**src/rtl/i2c_tmp100_pkg.sv**
```systemverilog
// Shared types and constants for the TMP100 target emulation.
// Also holds the helper that applies the configured resolution to a raw temperature.
package i2c_tmp100_pkg;

   typedef enum logic [3:0] {
      S_IDLE,
      S_ADDR,
      S_ADDR_ACK,
      S_PTR,
      S_PTR_ACK,
      S_WDATA,
      S_WDATA_ACK,
      S_RDATA,
      S_RACK_CHK,
      S_SKIP
   } state_t;

   localparam logic [1:0] PTR_TEMP  = 2'b00;
   localparam logic [1:0] PTR_CFG   = 2'b01;
   localparam logic [1:0] PTR_TLOW  = 2'b10;
   localparam logic [1:0] PTR_THIGH = 2'b11;

   localparam logic [15:0] TLOW_RST  = 16'h4B00;
   localparam logic [15:0] THIGH_RST = 16'h5000;
   localparam logic [7:0]  CFG_RST   = 8'h00;

   // res 00 keeps 9 bits, 11 keeps all 12
   function automatic logic [11:0] mask_temp(input logic [11:0] temp, input logic [1:0] res);
      logic [11:0] m;
      m = 12'hFFF << (2'd3 - res);
      return temp & m;
   endfunction

endpackage

```
**src/rtl/i2c_target_phy.sv**
```systemverilog
// I2C target front end: SCL/SDA synchronisers, SCL edge strobes, START/STOP strobes.
// Latency: SYNC_STAGES+1 clocks pad-to-strobe; no backpressure (strobes are single-cycle pulses).
module i2c_target_phy #(
   parameter int SYNC_STAGES = 2
) (
   input  logic clk,
   input  logic rst_n,
   input  logic scl_pad,
   input  logic sda_pad,
   output logic sda,
   output logic scl_rise,
   output logic scl_fall,
   output logic start,
   output logic stop
);

   logic [SYNC_STAGES-1:0] scl_sync;
   logic [SYNC_STAGES-1:0] sda_sync;
   logic                   scl_hist;
   logic                   sda_hist;
   logic                   scl;

   // Reset to the idle-bus level so release of reset never looks like an edge
   always_ff @(posedge clk or negedge rst_n) begin
      if (!rst_n) begin
         scl_sync <= '1;
         sda_sync <= '1;
         scl_hist <= 1'b1;
         sda_hist <= 1'b1;
      end else begin
         scl_sync <= {scl_sync[SYNC_STAGES-2:0], scl_pad};
         sda_sync <= {sda_sync[SYNC_STAGES-2:0], sda_pad};
         scl_hist <= scl_sync[SYNC_STAGES-1];
         sda_hist <= sda_sync[SYNC_STAGES-1];
      end
   end

   assign scl      = scl_sync[SYNC_STAGES-1];
   assign sda      = sda_sync[SYNC_STAGES-1];
   assign scl_rise = scl & ~scl_hist;
   assign scl_fall = ~scl & scl_hist;
   assign start    = scl & scl_hist & sda_hist & ~sda;
   assign stop     = scl & scl_hist & ~sda_hist & sda;

endmodule

```
**src/rtl/i2c_tmp100_target.sv**
```systemverilog
// TMP100 sensor emulation on I2C (pointer/temp/config/TLOW/THIGH); optional o_alert under I2C_TMP100_TARGET_ALERT_EN.
// Latency: SDA drive updates one clock after a detected SCL fall; no backpressure, SCL stretching is never used.
module i2c_tmp100_target
   import i2c_tmp100_pkg::*;
#(
   parameter logic [6:0] ADDR        = 7'h48,
   parameter int         SYNC_STAGES = 2
) (
   input  logic        i_clk,
   input  logic        i_rst_n,
   input  logic        i_scl,
   input  logic        i_sda,
   output logic        o_sda_oe,
   input  logic [11:0] i_temp,
   output logic [7:0]  o_cfg,
   output logic        o_busy
`ifdef I2C_TMP100_TARGET_ALERT_EN
   ,
   output logic        o_alert
`endif
);

   logic [1:0] rst_pipe;
   logic       rst_n;

   always_ff @(posedge i_clk or negedge i_rst_n) begin
      if (!i_rst_n) rst_pipe <= 2'b00;
      else          rst_pipe <= {rst_pipe[0], 1'b1};
   end
   assign rst_n = rst_pipe[1];

   logic sda, scl_rise, scl_fall, start, stop;

   i2c_target_phy #(.SYNC_STAGES(SYNC_STAGES)) u_phy (
      .clk      (i_clk),
      .rst_n    (rst_n),
      .scl_pad  (i_scl),
      .sda_pad  (i_sda),
      .sda      (sda),
      .scl_rise (scl_rise),
      .scl_fall (scl_fall),
      .start    (start),
      .stop     (stop)
   );

   state_t      state, state_nxt;
   logic [3:0]  bit_cnt, bit_cnt_nxt;
   logic [7:0]  shift, shift_nxt;
   logic [1:0]  byte_idx, byte_idx_nxt;
   logic [1:0]  ptr, ptr_nxt;
   logic [7:0]  cfg, cfg_nxt;
   logic [15:0] tlow, tlow_nxt;
   logic [15:0] thigh, thigh_nxt;
   logic [7:0]  wmsb, wmsb_nxt;
   logic [15:0] word, word_nxt;
   logic        oe, oe_nxt;
   logic        busy, busy_nxt;

   logic [11:0] temp_m;
   logic [15:0] rd_word;
   logic [7:0]  rd_byte;

   assign temp_m  = mask_temp(i_temp, cfg[6:5]);
   assign rd_byte = byte_idx[0] ? word[7:0] : word[15:8];

   always_comb begin
      rd_word = {temp_m, 4'h0};
      case (ptr)
         PTR_CFG:   rd_word = {cfg, cfg};
         PTR_TLOW:  rd_word = tlow;
         PTR_THIGH: rd_word = thigh;
         default:   rd_word = {temp_m, 4'h0};
      endcase
   end

   always_ff @(posedge i_clk or negedge rst_n) begin
      if (!rst_n) begin
         state    <= S_IDLE;
         bit_cnt  <= 4'd0;
         shift    <= 8'h00;
         byte_idx <= 2'd0;
         ptr      <= PTR_TEMP;
         cfg      <= CFG_RST;
         tlow     <= TLOW_RST;
         thigh    <= THIGH_RST;
         wmsb     <= 8'h00;
         word     <= 16'h0000;
         oe       <= 1'b0;
         busy     <= 1'b0;
      end else begin
         state    <= state_nxt;
         bit_cnt  <= bit_cnt_nxt;
         shift    <= shift_nxt;
         byte_idx <= byte_idx_nxt;
         ptr      <= ptr_nxt;
         cfg      <= cfg_nxt;
         tlow     <= tlow_nxt;
         thigh    <= thigh_nxt;
         wmsb     <= wmsb_nxt;
         word     <= word_nxt;
         oe       <= oe_nxt;
         busy     <= busy_nxt;
      end
   end

   always_comb begin
      state_nxt    = state;
      bit_cnt_nxt  = bit_cnt;
      shift_nxt    = shift;
      byte_idx_nxt = byte_idx;
      ptr_nxt      = ptr;
      cfg_nxt      = cfg;
      tlow_nxt     = tlow;
      thigh_nxt    = thigh;
      wmsb_nxt     = wmsb;
      word_nxt     = word;
      oe_nxt       = oe;
      busy_nxt     = busy;

      if (stop) begin
         state_nxt = S_IDLE;
         oe_nxt    = 1'b0;
         busy_nxt  = 1'b0;
      end else if (start) begin
         state_nxt   = S_ADDR;
         bit_cnt_nxt = 4'd0;
      end else if (scl_rise) begin
         case (state)
            S_ADDR, S_PTR, S_WDATA: begin
               if (bit_cnt != 4'd8) begin
                  shift_nxt   = {shift[6:0], sda};
                  bit_cnt_nxt = bit_cnt + 4'd1;
               end
            end
            S_RDATA: begin
               if (bit_cnt != 4'd8) bit_cnt_nxt = bit_cnt + 4'd1;
            end
            S_RACK_CHK: begin
               if (sda) begin
                  state_nxt = S_SKIP;
                  busy_nxt  = 1'b0;
               end else begin
                  // Next byte's MSB goes out on the coming SCL fall
                  state_nxt    = S_RDATA;
                  bit_cnt_nxt  = 4'd0;
                  byte_idx_nxt = {1'b0, ~byte_idx[0]};
               end
            end
            default: ;
         endcase
      end else if (scl_fall) begin
         case (state)
            S_ADDR: begin
               if (bit_cnt == 4'd8) begin
                  if (shift[7:1] == ADDR) begin
                     state_nxt = S_ADDR_ACK;
                     oe_nxt    = 1'b1;
                     busy_nxt  = 1'b1;
                     if (shift[0]) begin
                        word_nxt     = rd_word;
                        byte_idx_nxt = 2'd0;
                     end
                  end else begin
                     state_nxt = S_SKIP;
                     busy_nxt  = 1'b0;
                  end
               end
            end
            S_ADDR_ACK: begin
               bit_cnt_nxt = 4'd0;
               if (shift[0]) begin
                  state_nxt = S_RDATA;
                  oe_nxt    = ~word[15];
               end else begin
                  state_nxt = S_PTR;
                  oe_nxt    = 1'b0;
               end
            end
            S_PTR: begin
               if (bit_cnt == 4'd8) begin
                  ptr_nxt   = shift[1:0];
                  state_nxt = S_PTR_ACK;
                  oe_nxt    = 1'b1;
               end
            end
            S_PTR_ACK: begin
               state_nxt    = S_WDATA;
               oe_nxt       = 1'b0;
               bit_cnt_nxt  = 4'd0;
               byte_idx_nxt = 2'd0;
            end
            S_WDATA: begin
               if (bit_cnt == 4'd8) begin
                  state_nxt = S_WDATA_ACK;
                  oe_nxt    = 1'b1;
                  case (ptr)
                     PTR_CFG: begin
                        if (byte_idx == 2'd0) cfg_nxt = {1'b0, shift[6:0]};
                     end
                     PTR_TLOW, PTR_THIGH: begin
                        if (byte_idx == 2'd0) begin
                           wmsb_nxt = shift;
                        end else if (byte_idx == 2'd1) begin
                           if (ptr == PTR_TLOW) tlow_nxt  = {wmsb, shift[7:4], 4'h0};
                           else                 thigh_nxt = {wmsb, shift[7:4], 4'h0};
                        end
                     end
                     default: ;
                  endcase
               end
            end
            S_WDATA_ACK: begin
               state_nxt   = S_WDATA;
               oe_nxt      = 1'b0;
               bit_cnt_nxt = 4'd0;
               if (byte_idx != 2'd2) byte_idx_nxt = byte_idx + 2'd1;
            end
            S_RDATA: begin
               if (bit_cnt == 4'd8) begin
                  oe_nxt    = 1'b0;
                  state_nxt = S_RACK_CHK;
               end else begin
                  oe_nxt = ~rd_byte[~bit_cnt[2:0]];
               end
            end
            default: ;
         endcase
      end
   end

   assign o_sda_oe = oe;
   assign o_busy   = busy;
   assign o_cfg    = cfg;

`ifdef I2C_TMP100_TARGET_ALERT_EN
   logic alert_act;

   always_ff @(posedge i_clk or negedge rst_n) begin
      if (!rst_n) begin
         alert_act <= 1'b0;
      end else if ($signed(temp_m) >= $signed(thigh[15:4])) begin
         alert_act <= 1'b1;
      end else if ($signed(temp_m) < $signed(tlow[15:4])) begin
         alert_act <= 1'b0;
      end
   end

   assign o_alert = cfg[2] ? alert_act : ~alert_act;
`endif

endmodule

```
**config.mk**
```make
export PLATFORM = sky130hd
export DESIGN_NAME = i2c_tmp100_target
export DESIGN_NICKNAME = d
export VERILOG_FILES = /design/src/rtl/i2c_tmp100_pkg.sv /design/src/rtl/i2c_target_phy.sv /design/src/rtl/i2c_tmp100_target.sv
export SDC_FILE = /design/constraint.sdc
export NUM_CORES = 1
export LEC_CHECK = 0
export BUFFER_PORTS_ARGS = -buffer_cell sky130_fd_sc_hd__clkbuf_2
export CAP_MARGIN = 40
export CORE_MARGIN = 2
export CORE_UTILIZATION = 43
export CTS_CLUSTER_DIAMETER = 100
export DETAILED_ROUTE_END_ITERATION = 8
export GPL_ROUTABILITY_DRIVEN = 0
export GPL_TIMING_DRIVEN = 0
export PLACE_DENSITY = 0.71
export SETUP_SLACK_MARGIN = 0.15
export SLEW_MARGIN = 5
export SYNTH_ARGS = -nofsm -noshare
export SYNTH_HDL_FRONTEND = slang
export SYNTH_SLANG_ARGS = --single-unit
```
**constraint.sdc**
```tcl
create_clock -name i_clk -period 3.5 [get_ports i_clk]
set_input_delay 0.175 -clock i_clk [delete_from_list [all_inputs] [get_ports i_clk]]
set_output_delay 0.175 -clock i_clk [all_outputs]
set_load 0.01 [all_outputs]
```
==> results.py, run 1 <==
metrics = {
    "outcome": {
        "status": "finished clean",
    },
    "timing": {
        "relSlewSlack_pct": 57.2,
        "timing.hold.ws_ns": 0.117,
        "setup_viol": 0,
        "period_needed_ns": 2.64,
        "skew_ns": 0.0131,
        "tns_ns": 0,
        "maxSlewViolCount": 0,
        "tightest_slew_ns": 0.636,
        "final-hold-violation-count": 0,
        "period_share_pct": 75.3,
        "rsz0062_at_grt": "false",
        "fmax_ghz": 0.379,
    },
    "detailed_routing": {
        "route.detailed.vias_per_inst": 5.52,
        "wl_um": 9330,
        "dr.pass1.iters": 5,
        "vias": 3040,
        "drt_first_iter_violations": 294,
        "routedWlPerCell_um": 16.9,
        "drtAntennaViolNets": 0,
        "route.detailed.drc": 0,
    },
    "layout": {
        "fin_nets": 434,
        "area.growth.synth_to_final_pct": 12.6,
        "final_cell_mix": "72 x dfrtp_1, 52 x mux2_2, 35 x nand2_1, 24 x o21ai_0, 24 x clkbuf_2",
        "final_common_cell": "dfrtp_1",
        "diodes": 0,
        "drive_gt1_share_pct": 38.1,
    },
    "worst_setup_path": {
        "critPathMaxStageDelay_ns": 0.36,
        "crit_chain": "clkbuf_1 > inv_1 > ha_1 > and3b_1 > buf_6 > nand4bb_4 > a21oi_1 > and2_1 > buf_2 > mux2_2",
        "cp-end-kind": "register",
        "cp.arrival_ns": 2.89,
        "crit_required_ns": 3.75,
        "startpoint_type": "register",
        "critPathBufInv": 4,
        "cp_top_family": "buffers and inverters",
        "worst-path-max-fanout": 8,
        "cpMaxStageDelayCell": "dfrtp_1",
        "path_class": "reg2reg",
    },
    "grt": {
        "grt_max_degree": 45,
        "grt_pass1_vias": 3055,
        "track_usage_pct": 18.2,
        "overflow": 0,
        "grt_pass1_wl_um": 15600,
        "grt_antenna_before_repair": 0,
    },
    "min_path": {
        "hp-class": "in2reg",
    },
    "synth": {
        "synth_cells": 371,
        "synth_nets": 395,
        "ys.flop_type": "dfrtp_1",
        "ys_warn_count": 0,
        "synthArstFlopShare_pct": 100,
        "yosysSeqAreaShare_pct": 48.2,
        "synth_cell_type_count": 60,
        "synth_area_um2": 4440,
        "ys_ff_latch": 85,
        "syn_avg_cell_area_um2": 12.0,
        "synth_edf_count": 0,
    },
    "clock_network": {
        "cts_root_buf": "clkbuf_8",
        "clkLatencyLatePin_ns": 0.37,
        "htree_levels": 3,
        "cts_buffers": 9,
        "cts_resized": 0,
        "cts_tree": "done",
        "clockBufferDepth": 2,
        "cts_setup_buffers": 0,
        "cts_sinks": 85,
        "clk_pin_slew_ns": 0.09,
    },
    "die": {
        "core_um2": 10200,
        "die_w_um": 106,
        "pin_count": 26,
        "rows": 37,
        "start_util_pct": 43.6,
        "die_h_um": 106,
        "dieArea_um2": 11200,
    },
    "power_and_ir_drop": {
        "p_leak_nw": 2.25,
        "peakVddDrop_v": 0.000296,
        "powerDensity_nw_per_um2": 526,
    },
    "place": {
        "hpwl_um": 6730,
        "io_buffers": 24,
    },
    "job": {
        "max_cap_violations": 0,
    },
}
==> worst paths after layout <==
kind / depth (start not counted) / from / slack [ns] / endpoint
min in group asynchronous: 2 / i_rst_n / 0.13 / rst_pipe[1]$_DFF_PN0_
worst max register to register: 10 / bit_cnt[0]$_DFFE_PN0P_ / 0.86 / shift[6]$_DFFE_PN0P_
worst max-delay path: 10 / bit_cnt[0]$_DFFE_PN0P_ / 0.86 / shift[6]$_DFFE_PN0P_
worst min-delay path: 3 / i_temp[3] / 0.12 / word[7]$_DFFE_PN0P_
max in group asynchronous: 1 / rst_pipe[1]$_DFF_PN0_ / 2.51 / tlow[8]$_DFFE_PN1P_
worst min register to register: 0 / rst_pipe[1]$_DFF_PN0_ / 0.33 / wmsb[2]$_DFFE_PN0P_
==> per-layer routing <==
layer	up-vias	routed length, um	GRT usage (%)
met5	-	0	0
li1	1405	-	-
met1	1550	4220	25.0
met3	11	397	3.65
met4	0	162	6.67
met2	74	4550	28.6
==> where the power goes <==
part           internal [mW]  leakage [nW]  switching (mW)
clock network          0.376         0.104           0.368
registers               1.08          1.09           0.119
logic                  0.316          1.05           0.373
==> registers in the layout, summed over array words and instances, names as in the netlist, 4 cells and up <==
name,count
shift,8
o_cfg,7
tlow,12
word,16
thigh,12
state,4
bit_cnt,4
wmsb,8
==> stage by stage <==
stage	worst slack [ns]	power, mW	util (%)	cell area (um^2)	cells
floorplan	0.978	1.71	-	4440	371
global placement	0.0763	1.87	46.5	4730	531
detailed placement	0.870	1.90	46.7	4760	532
CTS	0.848	2.65	49.1	5000	551
global route	0.710	2.78	49.1	5000	551
finish	0.864	2.63	49.1	5000	551
==> cell type report <==
class                           count  area [um^2]
Buffer                             23          131
Clock buffer                       11          151
Clock inverter                      5         65.1
Fill cell                         914         5180
Inverter                           13         48.8
Multi-Input combinational cell    250         2120
Sequential cell                    85         2150
Tap cell                          136          170
Timing Repair Buffer               28          170
==> tightest hold or removal path, cell delays in order <==
cell and delay (ns):
clkbuf_2 0.08, a221oi_1 0.07, a21oi_1 0.12
==> cell families (layout without fill, tap and decap cells) <==
kind of cell	after synthesis	after routing	synth area share (%)
DFF	85	85	48.2
buffers and inverters	36	80	4.05
xor gates and xnor gates	2	2	0.563
adders and majority gates	8	8	2.25
muxes	77	77	23.4
and+or+nand+nor	95	95	11.6
other	2	2	0.169
AOI/OAI and AO/OA	66	66	9.71
==> Yosys cell counts, types with 2 or more instances <==
cell | n | share of area [%]
nand2b_1 | 6 | 0.84
nand2_1 | 35 | 3.0
nand3b_1 | 2 | 0.34
clkbuf_1 | 7 | 0.59
nor4_1 | 2 | 0.28
a31oi_1 | 3 | 0.42
and2_1 | 3 | 0.42
nand3_1 | 4 | 0.45
and4_1 | 2 | 0.39
nor3b_1 | 3 | 0.51
buf_4 | 3 | 0.51
mux2i_1 | 2 | 0.45
conb_1 | 2 | 0.17
buf_6 | 3 | 0.76
and3_1 | 2 | 0.28
dfrtp_1 | 73 | 41
or2_4 | 2 | 0.39
nor2_1 | 18 | 1.5
mux4_2 | 12 | 6.1
a221oi_1 | 3 | 0.59
mux2_2 | 52 | 13
ha_1 | 8 | 2.3
o211ai_1 | 2 | 0.34
or2_2 | 4 | 0.56
nor2b_1 | 3 | 0.42
a21oi_1 | 15 | 1.7
buf_2 | 9 | 1.0
mux2_4 | 11 | 3.7
inv_1 | 13 | 1.1
o21ai_0 | 24 | 2.7
o31ai_1 | 3 | 0.51
dfstp_2 | 12 | 7.1
==> what timing repair did <==
item | in CTS | in global routing
hold endpoints to repair | 4 | 0
hold buffers | 3 | 0
setup endpoints to repair | 0 | 0
No activity file was read; power rests on OpenSTA's default activity.
==> inputs of run 2 (changes only) <==
--- a/config.mk
+++ b/config.mk
@@ -13,7 +13,7 @@
 export DETAILED_ROUTE_END_ITERATION = 8
 export GPL_ROUTABILITY_DRIVEN = 0
 export GPL_TIMING_DRIVEN = 0
-export PLACE_DENSITY = 0.71
+export PLACE_DENSITY = 0.73
 export SETUP_SLACK_MARGIN = 0.15
 export SLEW_MARGIN = 5
 export SYNTH_ARGS = -nofsm -noshare
==> constraint.sdc (replaced) <==
create_clock -name i_clk -period 2.1 [get_ports i_clk]
set_input_delay 0.105 -clock i_clk [delete_from_list [all_inputs] [get_ports i_clk]]
set_output_delay 0.105 -clock i_clk [all_outputs]
set_load 0.01 [all_outputs]
==> run 2 against run 1 <==
  * The run now ends with setup timing left
  * Clock power increased by 60%
  * Sequential share of layout area is 5.4 points lower
  * Utilization grew 7.1 points
  * Total power grew 87%
  * Via count is 9.3% higher
  * Sequential power rose by 69%
  * Hold slack got worse by 0.087 ns
  * Critical path type unchanged
  * Critical endpoint is now state[2]$_DFFE_PN0P_
==> results.py, run 2 (synthesis results as in run 1) <==
metrics = {
    "layout": {
        "diodes": 0,
        "final_cell_mix": "71 x dfrtp_1, 34 x mux2_4, 30 x nand2_1, 29 x mux2_2, 24 x clkbuf_2",
        "area.growth.synth_to_final_pct": 28.8,
        "final_common_cell": "dfrtp_1",
        "n_fill_cell": 816,
        "fin_nets": 464,
        "stdcell_area_um2": 5720,
        "largestRegisters": "word (16), thigh (12), tlow (12)",
        "drive_gt1_share_pct": 51.7,
        "largest_reg_flops": 16,
        "regMostFlops": "word",
        "layoutNonFillerInstCount": 581,
        "post-route-util_pct": 56.2,
    },
    "place": {
        "placed_cell_area_um2": 4910,
        "io_buffers": 24,
        "place_ws_ns": -0.246,
        "hpwl_um": 6890,
        "placed_cells": 532,
    },
    "clock_network": {
        "clk_pin_slew_ns": 0.09,
        "clockBufferDepth": 2,
        "htree_levels": 3,
        "clkLatencyLatePin_ns": 0.36,
        "cts_buffers": 9,
        "cts_sinks": 85,
        "cts_tree": "done",
        "cts_root_buf": "clkbuf_8",
    },
    "timing": {
        "fmax_ghz": 0.422,
        "setup_viol": 34,
        "period_needed_ns": 2.37,
        "period_share_pct": 113,
        "tightest_slew_ns": 0.767,
        "final-hold-violation-count": 0,
        "rsz0062_at_grt": "true",
        "skew_ns": 0.0165,
        "relSlewSlack_pct": 48.9,
        "timing.hold.ws_ns": 0.0301,
        "worst_slack_ns": -0.270,
        "tns_ns": -5.32,
        "maxSlewViolCount": 0,
    },
    "outcome": {
        "status": "finished, violations left",
        "violations": "setup timing",
    },
    "worst_setup_path": {
        "reg2reg_slack_ns": -0.27,
        "crit_chain": "inv_2 > ha_4 > buf_4 > buf_8 > or3b_4 > a21boi_2 > o21bai_2 > o311ai_4 > nand2_2 > mux2_4",
        "cp-end-kind": "register",
        "path_class": "reg2reg",
        "cp.arrival_ns": 2.61,
        "cpMaxStageDelayCell": "dfstp_2",
        "worst-path-max-fanout": 5,
        "critPathMaxStageDelay_ns": 0.56,
        "crit_required_ns": 2.34,
        "startpoint_type": "register",
    },
    "grt": {
        "met1_usage_pct": 27.4,
        "top_usage_layer": "met2",
        "met3_usage_pct": 2.41,
        "overflow": 0,
        "track_usage_pct": 20.0,
        "grt_antenna_before_repair": 0,
        "grt_util_met2_pct": 32.3,
        "grt_pass1_vias": 3285,
        "grt_pass1_wl_um": 17300,
        "grt_max_degree": 70,
    },
    "detailed_routing": {
        "drtAntennaViolNets": 0,
        "route.detailed.vias_per_inst": 5.72,
        "vias": 3322,
        "drt_first_iter_violations": 419,
        "routedWlPerCell_um": 19.0,
        "wl_um": 11000,
        "dr.pass1.iters": 5,
        "route.detailed.drc": 0,
    },
    "power_and_ir_drop": {
        "peakVddDrop_v": 0.000529,
        "p_leak_nw": 2.57,
        "powerDensity_nw_per_um2": 861,
        "p_total_mw": 4.93,
    },
    "job": {
        "max_cap_violations": 0,
    },
    "die": {
        "die_w_um": 106,
        "dieArea_um2": 11200,
        "pin_count": 26,
        "core_um2": 10200,
        "die_h_um": 106,
        "start_util_pct": 43.6,
        "rows": 37,
    },
    "min_path": {
        "hp-class": "in2reg",
    },
}
==> run 2: changes by cell type in the layout (fill, tap and decap cells not counted), sizes merged <==
cell	delta
clkbuf	-1
clkinvlp	-2
buf	+31
clkinv	+2
==> run 2: area by class of cell <==
cell class | count | area [um^2] | share of cell area [%]
multi-input cells | 250 | 2470 | 43.1
plain buffers | 23 | 233 | 4.07
inverters | 13 | 48.8 | 0.853
clock buffers | 11 | 141 | 2.47
clock inverters | 5 | 57.6 | 1.01
flip-flops and latches | 85 | 2150 | 37.5
repair buffers | 58 | 457 | 7.98
well taps | 136 | 170 | 2.97
==> run 2: where the power goes <==
| group | switching, mW | internal, mW | leakage, nW | total [mW] |
|---|---|---|---|---|
| clock network | 0.599 | 0.588 | 0.104 | 1.19 |
| logic | 0.881 | 0.831 | 1.37 | 1.71 |
| registers | 0.232 | 1.80 | 1.09 | 2.03 |
==> run 2: timing repair <==
action                                  in CTS  in global routing
resized for setup                           63                 32
setup buffers                               21                  7
endpoints found under the hold margin        4                  0
endpoints found under the setup margin      75                 77
pin swaps                                   23                 10
cloned                                       2                  0
hold buffers                                 3                  0
==> run 2: routing by layer <==
layer	vias to the layer above	wire, um
met5	-	0
met4	0	383
met3	43	447
met2	127	5410
met1	1682	4770
li1	1470	-
==> run 2: worst paths after layout <==
check,from,to,cells after the start
hold / removal,i_temp[11],word[15]$_DFFE_PN0P_,3
max in group asynchronous,rst_pipe[1]$_DFF_PN0_,tlow[14]$_DFFE_PN1P_,1
setup reg to reg,u_phy.scl_hist$_DFF_PN1_,state[2]$_DFFE_PN0P_,10
setup / recovery,u_phy.scl_hist$_DFF_PN1_,state[2]$_DFFE_PN0P_,10
min in group asynchronous,i_rst_n,rst_pipe[1]$_DFF_PN0_,2
hold reg to reg,rst_pipe[1]$_DFF_PN0_,o_busy$_DFFE_PN0P_,0
==> run 2: critical path: cells and delay by family, from the launching register on <==
| kind | cells | cell delay, ns |
|---|---|---|
| DFF | 1 | 0.56 |
| and+or+nand+nor | 2 | 0.52 |
| AOI/OAI and AO/OA | 3 | 0.41 |
| muxes | 1 | 0.32 |
| buffers and inverters | 3 | 0.29 |
| adders and majority gates | 1 | 0.15 |
==> inputs of run 3 (changes only) <==
--- a/config.mk
+++ b/config.mk
@@ -5,6 +5,7 @@
 export SDC_FILE = /design/constraint.sdc
 export NUM_CORES = 1
 export LEC_CHECK = 0
+export ABC_AREA = 1
 export BUFFER_PORTS_ARGS = -buffer_cell sky130_fd_sc_hd__clkbuf_2
 export CAP_MARGIN = 40
 export CORE_MARGIN = 2
==> run 3 against run 2 <==
  * The run now ends clean
  * Clock skew fell by 0.0029 ns
  * Hold slack got worse by 0.0072 ns
  * Largest cell class unchanged
  * Critical endpoint is now thigh[15]$_DFFE_PN0P_
  * Setup slack improved by 0.46 ns
  * Largest power group unchanged
==> results.py, run 3 <==
metrics = {
    "outcome": {
        "status": "finished clean",
    },
    "worst_setup_path": {
        "path_class": "reg2reg",
        "worst-path-max-fanout": 8,
        "cp-end-kind": "register",
        "crit_required_ns": 2.37,
        "cp.arrival_ns": 2.18,
        "startpoint_type": "register",
    },
    "timing": {
        "maxSlewViolCount": 0,
        "timing.hold.ws_ns": 0.0229,
        "period_share_pct": 91.1,
        "relSlewSlack_pct": 60.2,
        "fmax_ghz": 0.523,
        "setup_viol": 0,
        "worst_slack_ns": 0.188,
        "final-hold-violation-count": 0,
        "tightest_slew_ns": 0.598,
        "skew_ns": 0.0136,
        "period_needed_ns": 1.91,
        "rsz0062_at_grt": "true",
    },
    "synth": {
        "ys_warn_count": 0,
        "yosysSeqAreaShare_pct": 47.7,
        "synth_cell_type_count": 45,
        "yosysMostFrequentCell": "nand2_1",
        "synth_area_um2": 4490,
        "synth_edf_count": 0,
        "ys_ff_latch": 85,
        "syn_avg_cell_area_um2": 8.15,
        "synth_nets": 575,
        "synth_top_cell_by_area": "dfrtp_1",
        "synth_top_area_share_pct": 40.7,
        "synth_cells": 551,
        "synth_common_cells": "141 x nand2_1, 73 x dfrtp_1, 58 x inv_1",
        "ys_top_cells_by_area": "dfrtp_1 41%, nand2_1 12%, dfstp_2 7.0%, inv_1 4.8%, o21ai_0 4.5%",
        "ys.flop_type": "dfrtp_1",
        "synthArstFlopShare_pct": 100,
    },
    "detailed_routing": {
        "route.detailed.drc": 0,
        "drt_first_iter_violations": 257,
        "route.detailed.vias_per_inst": 5.35,
        "vias": 4081,
        "dr.pass1.iters": 6,
        "wl_um": 11800,
        "routedWlPerCell_um": 15.5,
        "drtAntennaViolNets": 0,
    },
    "grt": {
        "grt_pass1_vias": 3780,
        "overflow": 0,
        "track_usage_pct": 20.5,
        "grt_max_degree": 47,
        "grt_antenna_before_repair": 0,
        "grt_pass1_wl_um": 18100,
    },
    "place": {
        "placed_cell_area_um2": 4800,
        "io_buffers": 24,
        "hpwl_um": 7980,
        "placed_cells": 712,
        "place_ws_ns": -0.127,
    },
    "layout": {
        "area.growth.synth_to_final_pct": 23.4,
        "largest_reg_flops": 16,
        "layoutNonFillerInstCount": 763,
        "diodes": 0,
        "final_cell_mix": "131 x nand2_1, 72 x dfrtp_1, 51 x inv_1, 39 x nor2_1, 39 x o21ai_0",
        "largestRegisters": "word (16), thigh (12), tlow (12)",
        "fin_nets": 646,
        "final_common_cell": "nand2_1",
        "regMostFlops": "word",
        "n_fill_cell": 892,
        "drive_gt1_share_pct": 29.3,
        "stdcell_area_um2": 5540,
    },
    "power_and_ir_drop": {
        "p_total_mw": 4.44,
        "powerDensity_nw_per_um2": 801,
        "peakVddDrop_v": 0.000478,
        "p_leak_nw": 2.50,
    },
    "clock_network": {
        "cts_tree": "done",
        "cts_root_buf": "clkbuf_8",
        "cts_sinks": 85,
        "clockBufferDepth": 2,
        "cts_buffers": 9,
        "htree_levels": 3,
        "clkLatencyLatePin_ns": 0.37,
        "clk_pin_slew_ns": 0.10,
    },
    "die": {
        "start_util_pct": 43.9,
        "pin_count": 26,
        "core_um2": 10200,
        "dieArea_um2": 11300,
        "die_w_um": 106,
        "rows": 37,
        "die_h_um": 106,
    },
    "job": {
        "max_cap_violations": 0,
    },
    "min_path": {
        "hp-class": "in2reg",
    },
}
-- run 3: critical path: stages (launching register included) --
cell and delay [ns]:
dfrtp_1 0.41, buf_6 0.15, inv_6 0.06, ha_4 0.13
nand3_4 0.10, inv_4 0.10, nand3b_1 0.12, nor3_2 0.23
nand2_2 0.16, buf_6 0.18, nand2_1 0.08, o21ai_2 0.06
-- run 3: cell type report --
| class | count | area (um^2) | share of cell area (%) |
|---|---|---|---|
| multi-input combinational | 382 | 2170 | 39.1 |
| sequential | 85 | 2150 | 38.7 |
| clock inverter | 6 | 53.8 | 0.972 |
| buffer | 16 | 154 | 2.78 |
| timing repair buffer | 60 | 443 | 8.00 |
| tap | 136 | 170 | 3.07 |
| clock buffer | 10 | 138 | 2.49 |
| inverter | 68 | 267 | 4.81 |
-- run 3: where the power goes --
part           leakage (nW)  internal, mW  switching, mW
sequential             1.12          1.77          0.154
clock                0.0950         0.481          0.656
combinational          1.29         0.470          0.907
total                  2.50          2.72           1.72
-- run 3: metal layers --
layer  global-route usage [%]  wire length, um
met1                     27.1             5000
met5                        0                0
met3                     2.94              512
met2                     33.0             5890
met4                     10.1              401
-- run 3: final timing paths --
| kind | startpoint | to | slack (ns) | depth (start not counted) |
|---|---|---|---|---|
| max in group asynchronous | rst_pipe[1]$_DFF_PN0_ | tlow[9]$_DFFE_PN1P_ | 1.10 | 1 |
| min reg2reg | rst_pipe[1]$_DFF_PN0_ | thigh[10]$_DFFE_PN0P_ | 0.34 | 0 |
| min | i_temp[5] | word[9]$_DFFE_PN0P_ | 0.02 | 3 |
| max reg2reg | bit_cnt[0]$_DFFE_PN0P_ | thigh[15]$_DFFE_PN0P_ | 0.19 | 11 |
| min in group asynchronous | i_rst_n | rst_pipe[1]$_DFF_PN0_ | 0.05 | 2 |
| max | bit_cnt[0]$_DFFE_PN0P_ | thigh[15]$_DFFE_PN0P_ | 0.19 | 11 |
-- run 3: what timing repair did --
| action | 4_1_cts | 5_1_grt |
|---|---|---|
| hold endpoints to repair | 4 | 0 |
| buffers inserted | 5 | 25 |
| pin swaps | 3 | 13 |
| cloned | 0 | 2 |
| hold buffers | 3 | 0 |
| endpoints found under the setup margin | 64 | 68 |
| gates resized for setup | 18 | 56 |
-- run 3: metrics by stage --
step	TNS (ns)	utilization (%)
floorplan	0	-
global placement	-0.749	46.7
detailed placement	-1.51	46.9
CTS	0	50.1
global route	0	54.1
finish	0	54.1
-- run 3: logic make-up (layout without fill, tap and decap cells) --
logic type / count (synthesis) / after routing / share of synthesized area [%]
buffers and inverters: 84 / 160 / 7.86
and+or+nand+nor: 257 / 257 / 26.0
DFF: 85 / 85 / 47.7
AOI/OAI and AO/OA: 113 / 113 / 15.6
other: 2 / 2 / 0.167
adders and majority gates: 8 / 8 / 2.23
xor gates and xnor gates: 2 / 2 / 0.390
